### src/rtl/reorder_buffer.sv
// Reorder buffer: circular tag ring with in-order allocate/retire, out-of-order CDB
// writeback, mispredict squash of younger entries and full flush.
module reorder_buffer #(
  parameter int  ROB_SIZE     = 16,
  parameter int  DATA_WIDTH   = 64,
  parameter int  CDB_PORTS    = 2,
  parameter int  COMMIT_WIDTH = 2,
  localparam int TW           = $clog2(ROB_SIZE + 1)
) (
  input  logic                               clk,
  input  logic                               reset,
  input  logic                               alloc_valid,
  input  logic [4:0]                         alloc_rd,
  input  logic [63:0]                        alloc_pc,
  output logic                               alloc_ready,
  output logic [TW-1:0]                      alloc_tag,
  input  logic [CDB_PORTS-1:0]               cdb_valid,
  input  logic [CDB_PORTS*TW-1:0]            cdb_tag,
  input  logic [CDB_PORTS*DATA_WIDTH-1:0]    cdb_value,
  input  logic                               mispredict,
  input  logic [TW-1:0]                      mispredict_tag,
  input  logic                               flush,
  output logic [COMMIT_WIDTH-1:0]            commit_valid,
  output logic [COMMIT_WIDTH*TW-1:0]         commit_tag,
  output logic [COMMIT_WIDTH*5-1:0]          commit_rd,
  output logic [COMMIT_WIDTH*DATA_WIDTH-1:0] commit_value,
  output logic [TW-1:0]                      rob_count,
  output logic                               rob_full,
  output logic                               rob_empty
);

  localparam logic [TW-1:0] SIZE_T  = TW'(ROB_SIZE);
  localparam logic [TW-1:0] TAG_ONE = TW'(1);

  logic [ROB_SIZE-1:0]     r_valid;
  logic [ROB_SIZE-1:0]     r_done;
  logic [4:0]              r_rd    [ROB_SIZE];
  logic [63:0]             r_pc    [ROB_SIZE];
  logic [DATA_WIDTH-1:0]   r_value [ROB_SIZE];
  logic [TW-1:0]           r_head;
  logic [TW-1:0]           r_tail;
  logic [TW-1:0]           r_count;

  logic                    w_mp_hit;
  logic                    w_alloc;
  logic [ROB_SIZE-1:0]     w_kill;
  logic [ROB_SIZE-1:0]     w_retire;
  logic [COMMIT_WIDTH-1:0] w_commit;
  logic [TW-1:0]           w_commit_cnt;
  logic [TW-1:0]           w_count_nxt;
  logic                    w_pc_unused;

  // Position of entry idx relative to the head: 0 = oldest.
  function automatic int age_of(input int idx, input logic [TW-1:0] head);
    return (idx - (int'(head) - 1) + ROB_SIZE) % ROB_SIZE;
  endfunction

  function automatic logic [TW-1:0] tag_add(input logic [TW-1:0] tag, input int n);
    return TW'((int'(tag) - 1 + n) % ROB_SIZE + 1);
  endfunction

  // NOTE: every always_comb output gets a default first so no path leaves it unassigned (no latch).
  always_comb begin
    int mp_age;
    mp_age   = ROB_SIZE;
    w_mp_hit = 1'b0;
    w_kill   = '0;
    for (int i = 0; i < ROB_SIZE; i++) begin
      if (mispredict && int'(mispredict_tag) == i + 1 && r_valid[i]) begin
        w_mp_hit = 1'b1;
        mp_age   = age_of(i, r_head);
      end
    end
    for (int i = 0; i < ROB_SIZE; i++)
      w_kill[i] = w_mp_hit && r_valid[i] && (age_of(i, r_head) > mp_age);
  end

  // Retire chain from head; squashed entries never retire, so commit and squash stay disjoint.
  always_comb begin
    logic chain;
    int   idx;
    int   cnt;
    chain        = !(reset || flush);
    idx          = 0;
    cnt          = 0;
    w_commit     = '0;
    w_retire     = '0;
    commit_tag   = '0;
    commit_rd    = '0;
    commit_value = '0;
    for (int k = 0; k < COMMIT_WIDTH; k++) begin
      idx = (int'(r_head) - 1 + k) % ROB_SIZE;
      commit_tag[k*TW +: TW] = TW'(idx + 1);
      for (int i = 0; i < ROB_SIZE; i++) begin
        if (i == idx) begin
          commit_rd[k*5 +: 5]                      = r_rd[i];
          commit_value[k*DATA_WIDTH +: DATA_WIDTH] = r_value[i];
          chain = chain && (k < int'(r_count)) && r_valid[i] && r_done[i] && !w_kill[i];
          w_commit[k] = chain;
          if (chain) w_retire[i] = 1'b1;
        end
      end
      if (w_commit[k]) cnt++;
    end
    w_commit_cnt = TW'(cnt);
  end

  always_comb begin
    int nxt;
    w_alloc = alloc_valid && (r_count < SIZE_T) && !w_mp_hit;
    nxt     = int'(r_count) + (w_alloc ? 1 : 0) - int'(w_commit_cnt);
    for (int i = 0; i < ROB_SIZE; i++)
      if (w_kill[i]) nxt--;
    w_count_nxt = TW'(nxt);
  end

  // The PC is held for debug visibility only; fold it so it is not flagged as dead.
  always_comb begin
    w_pc_unused = 1'b0;
    for (int i = 0; i < ROB_SIZE; i++)
      w_pc_unused = w_pc_unused ^ (^r_pc[i]);
  end

  assign alloc_ready  = reset | (r_count < SIZE_T);
  assign alloc_tag    = reset ? TAG_ONE : r_tail;
  assign commit_valid = w_commit;
  assign rob_count    = r_count;
  assign rob_full     = (r_count == SIZE_T);
  assign rob_empty    = (r_count == '0);

  // NOTE: sequential state uses non-blocking assignments so every register samples pre-edge values.
  always_ff @(posedge clk) begin
    if (reset || flush) begin
      r_valid <= '0;
      r_done  <= '0;
      r_head  <= TAG_ONE;
      r_tail  <= TAG_ONE;
      r_count <= '0;
    end else begin
      for (int i = 0; i < ROB_SIZE; i++) begin
        for (int p = 0; p < CDB_PORTS; p++)
          if (cdb_valid[p] && int'(cdb_tag[p*TW +: TW]) == i + 1 && r_valid[i])
            r_done[i] <= 1'b1;
        if (w_retire[i] || w_kill[i]) begin
          r_valid[i] <= 1'b0;
          r_done[i]  <= 1'b0;
        end
        if (w_alloc && int'(r_tail) == i + 1) begin
          r_valid[i] <= 1'b1;
          r_done[i]  <= 1'b0;
        end
      end
      r_head <= tag_add(r_head, int'(w_commit_cnt));
      if (w_mp_hit)     r_tail <= tag_add(mispredict_tag, 1);
      else if (w_alloc) r_tail <= tag_add(r_tail, 1);
      r_count <= w_count_nxt;
    end
  end

  // NOTE: payload storage is not reset; valid/done gate every use of it.
  always_ff @(posedge clk) begin
    for (int i = 0; i < ROB_SIZE; i++) begin
      for (int p = 0; p < CDB_PORTS; p++)
        if (cdb_valid[p] && int'(cdb_tag[p*TW +: TW]) == i + 1 && r_valid[i])
          r_value[i] <= cdb_value[p*DATA_WIDTH +: DATA_WIDTH];
      if (w_alloc && int'(r_tail) == i + 1) begin
        r_rd[i] <= alloc_rd;
        r_pc[i] <= alloc_pc;
      end
    end
  end

endmodule

### config.mk
export PLATFORM = sky130hd
export DESIGN_NAME = reorder_buffer
export DESIGN_NICKNAME = d
export VERILOG_FILES = /design/src/rtl/reorder_buffer.sv
export SDC_FILE = /design/constraint.sdc
export NUM_CORES = 2
export LEC_CHECK = 0
export ABC_AREA = 1
export BUFFER_PORTS_ARGS = -buffer_cell sky130_fd_sc_hd__buf_4
export CORE_MARGIN = 2
export CORE_UTILIZATION = 30
export DETAILED_ROUTE_END_ITERATION = 10
export MAX_ROUTING_LAYER = met4
export PLACE_DENSITY = 0.45
export SKIP_CTS_REPAIR_TIMING = 1
export SLEW_MARGIN = 20
export SYNTH_ARGS = -nofsm -noshare
export SYNTH_HDL_FRONTEND = slang
export SYNTH_SLANG_ARGS = --single-unit
### constraint.sdc
create_clock -name clk -period 28.1 [get_ports clk]
set_clock_uncertainty 0.2 [all_clocks]
set_input_delay 5.62 -clock clk [delete_from_list [all_inputs] [get_ports clk]]
set_output_delay 5.62 -clock clk [all_outputs]
set_load 0.02 [all_outputs]
==> results.py <==
metrics = {
    "finish": {
        "num-nets-final": 9189,
        "fill_cells": 24750,
        "final_common_cell": "nand2_1",
        "fin_util": 0.3392,
        "design_area_um2": 81500,
        "drive_gt1_frac": 0.09387,
        "layout_common_cells": "nand2_1, o21ai_0, edfxtp_1",
        "area_delta_synth_final_pct": 12.53,
    },
    "clocking": {
        "cts-buffers-inserted": 138,
        "cts_buffer_depth": 3,
        "cts_root_buf": "clkbuf_16",
        "clock-sinks": 1151,
        "htreeDepth": 4,
        "path_clk_slew_ns": 0.06,
        "clkLatencyLatePin_ns": 0.80,
        "cts_tree": "built",
    },
    "synth": {
        "synth_edf_count": 1104,
        "synthFlopType": "edfxtp_1",
        "yosys_warnings": 0,
        "ys_seq_area_frac": 0.4707,
        "syn_inst": 9069,
        "synth_xor_xnor_area_share": 0.003731,
        "synth_top_family_by_area": "compound AO/OA/AOI/OAI gates",
        "ys_ff_latch": 1151,
        "synthMuxAreaShare": 0,
        "synthArstFlopShare": 0,
        "ys_types": 65,
        "avgSynthCellArea_um2": 7.986,
        "synth_compound_area_frac": 0.2446,
        "synthAdderAreaFrac": 0.02249,
        "synth_simple_gate_area_frac": 0.1804,
        "syn_area_um2": 72430,
    },
    "sta": {
        "worst_slew_pin_slew_ns": 1.216,
        "worst_slack_ns": 3.905,
        "max_clock_freq_mhz": 41.33,
        "period_needed_ns": 24.19,
        "setup_viol": 0,
        "slew_viol_final": 0,
        "hold_viol_final": 0,
        "finalSetupTns_ns": 0,
        "slew_headroom": 0.1861,
        "grt_setup_unrepaired": "false",
        "period_share": 0.8610,
    },
    "setup_path": {
        "r2r_slack_ns": 5.39,
        "path_depth": 119,
        "critPathCaptureType": "flop",
        "required_ns": 28.57,
        "worst_r2r_path_depth": 124,
        "cp.arrival_ns": 24.66,
        "cp_slowest_cell": "fa_1",
        "path_buf_inv": 14,
        "cpPeakStageDelay_ns": 0.52,
        "critPathLaunch": "mispredict_tag[0]",
        "cp_max_fo": 8,
        "crit_type": "in -> reg",
        "r2r_end": "rob_count[4]",
        "crit_end": "rob_count[4]",
        "crit_family": "simple AND/OR/NAND/NOR gates",
        "worst_r2r_startpoint": "r_head[1]",
        "timing.critical_path.mode_cell": "nand2_1",
        "cp-start-kind": "input pin",
    },
    "routing": {
        "dr_total_vias": 69410,
        "drtIter0Drc": 8248,
        "drtPass1Iterations": 6,
        "antenna_left": 0,
        "via_per_inst": 5.720,
        "wl_per_cell_um": 28.73,
        "route.detailed.drc": 0,
        "wirelength_mm": 348.7,
    },
    "floorplanning": {
        "die_w_um": 495.4,
        "core_area_um2": 240300,
        "die_h_um": 495.4,
        "start_util": 0.3014,
        "dieArea_um2": 245400,
        "row_count": 180,
        "pin_count": 382,
    },
    "job": {
        "drv_cap": 0,
    },
    "grt": {
        "grt_pass1_wl_mm": 490.7,
        "grt_max_degree": 107,
        "grt_pass1_vias": 66650,
        "antenna_found_initial": 18,
        "grt_usage": 0.2849,
        "overflow": 0,
    },
    "place": {
        "place_ws_ns": 3.360,
        "port_buffers": 317,
        "place_hpwl_mm": 222.9,
        "gp_congestion": 0.9050,
        "dpl_cell_area_um2": 77260,
    },
    "min_path": {
        "hp-class": "reg -> reg",
        "worstHoldPathCells": 2,
    },
    "outcome": {
        "outcome": "finished clean",
    },
    "power": {
        "power_density_nw_per_um2": 47.29,
        "p_leak_nw": 32.11,
        "vdd_ir_drop_max_mv": 0.03931,
    },
}
## kinds of logic after synthesis
logic type               Yosys count
other                              1
adder cells (fa/ha/maj)          129
AND/OR/NAND/NOR                 3207
buffers and inverters           1502
flip-flops                      1151
XOR/XNOR                          27
AO/OA/AOI/OAI                   3052
## layout make-up
class	count	area, um2	area share
tap	3185	3985	0.04889
clock buffer	176	3754	0.04605
clock inverter	61	421.7	0.005173
antenna	13	32.53	0.0003991
inverter	647	2475	0.03036
sequential	1151	34090	0.4183
multi-input combinational	6417	33040	0.4054
timing repair buffer	486	3701	0.04541
## worst min-delay path by stage
stage	startpoint	to	slack [ns]
5_1_grt	r_done[11]	r_done[11]	0.39
3_5_place_dp	r_done[5]	r_done[5]	0.34
6_report	r_done[5]	r_done[5]	0.36
4_1_cts	r_done[5]	r_done[5]	0.35
3_3_place_gp	r_done[3]	r_done[3]	0.34
2_1_floorplan	r_valid[15]	r_valid[15]	0.30
## report_power, final
part           switching, mW  internal [mW]  total (mW)
sequential           0.00249           1.88        1.88
combinational          0.142         0.0640       0.206
clock                  0.789          0.977        1.77
total                  0.934           2.92        3.85
## per-stage QoR
step	hold slack [ns]	power, mW	cells
after floorplan	0.3010	2.046	9070
after global placement	0.3406	2.119	11880
after CTS	0.3517	3.864	12120
after global routing	0.3880	3.954	12130
after detailed placement	0.3444	2.124	11890
final	0.3552	3.855	12140
## metal layers
metal,vias to the layer above,wire length (um),GRT usage,share of wire
met4,0,17640,0.1347,0.051
met3,709,24390,0.03746,0.070
li1,31520,-,-,-
met2,3198,166900,0.4657,0.48
met1,33980,139800,0.3480,0.40
met5,-,0,-,0
## state kept, by name (all words and copies together) (netlist names)
| register | cells |
|---|---|
| r_valid | 16 |
| rob_count | 5 |
| r_rd | 80 |
| r_done | 16 |
| r_head | 5 |
| r_value | 1024 |
| r_tail | 5 |
## synth_stat cells (all sizes together) (2+ instances only)
cell type / number / area share
nand2: 2190 / 0.11
o21ai: 1876 / 0.13
edfxtp: 1104 / 0.46
clkbuf: 671 / 0.035
inv: 631 / 0.033
nor2: 481 / 0.026
nand3: 379 / 0.027
o211ai: 362 / 0.038
a21oi: 251 / 0.018
buf: 184 / 0.0097
ha: 127 / 0.022
o221ai: 127 / 0.015
a31oi: 115 / 0.010
o22ai: 90 / 0.0078
a221oi: 77 / 0.0093
nand4: 60 / 0.0052
a211oi: 49 / 0.0051
nor3: 48 / 0.0033
dfxtp: 47 / 0.013
a311oi: 18 / 0.0022
o2111ai: 18 / 0.0022
or2: 17 / 0.0015
clkinv: 16 / 0.00083
xor2: 16 / 0.0023
a21boi: 15 / 0.0016
nand3b: 14 / 0.0015
nor4: 11 / 0.00095
o21bai: 11 / 0.0011
xnor2: 11 / 0.0014
o21a: 10 / 0.0010
o311ai: 10 / 0.0012
a41oi: 6 / 0.00073
o211a: 4 / 0.00055
o31ai: 4 / 0.00041
nor3b: 3 / 0.00031
o221a: 3 / 0.00047
a22oi: 2 / 0.00021
fa: 2 / 0.00055
## worst register-to-register path, delay by kind of cell (launching register included)
kind	cells	cell delay, ns
AOI/OAI and AO/OA	27	4.78
adders and majority gates	23	6.89
buffers and inverters	17	2.75
DFF	1	0.50
and+or+nand+nor	57	7.49
Note: power is estimated with default switching activity, not from simulation.
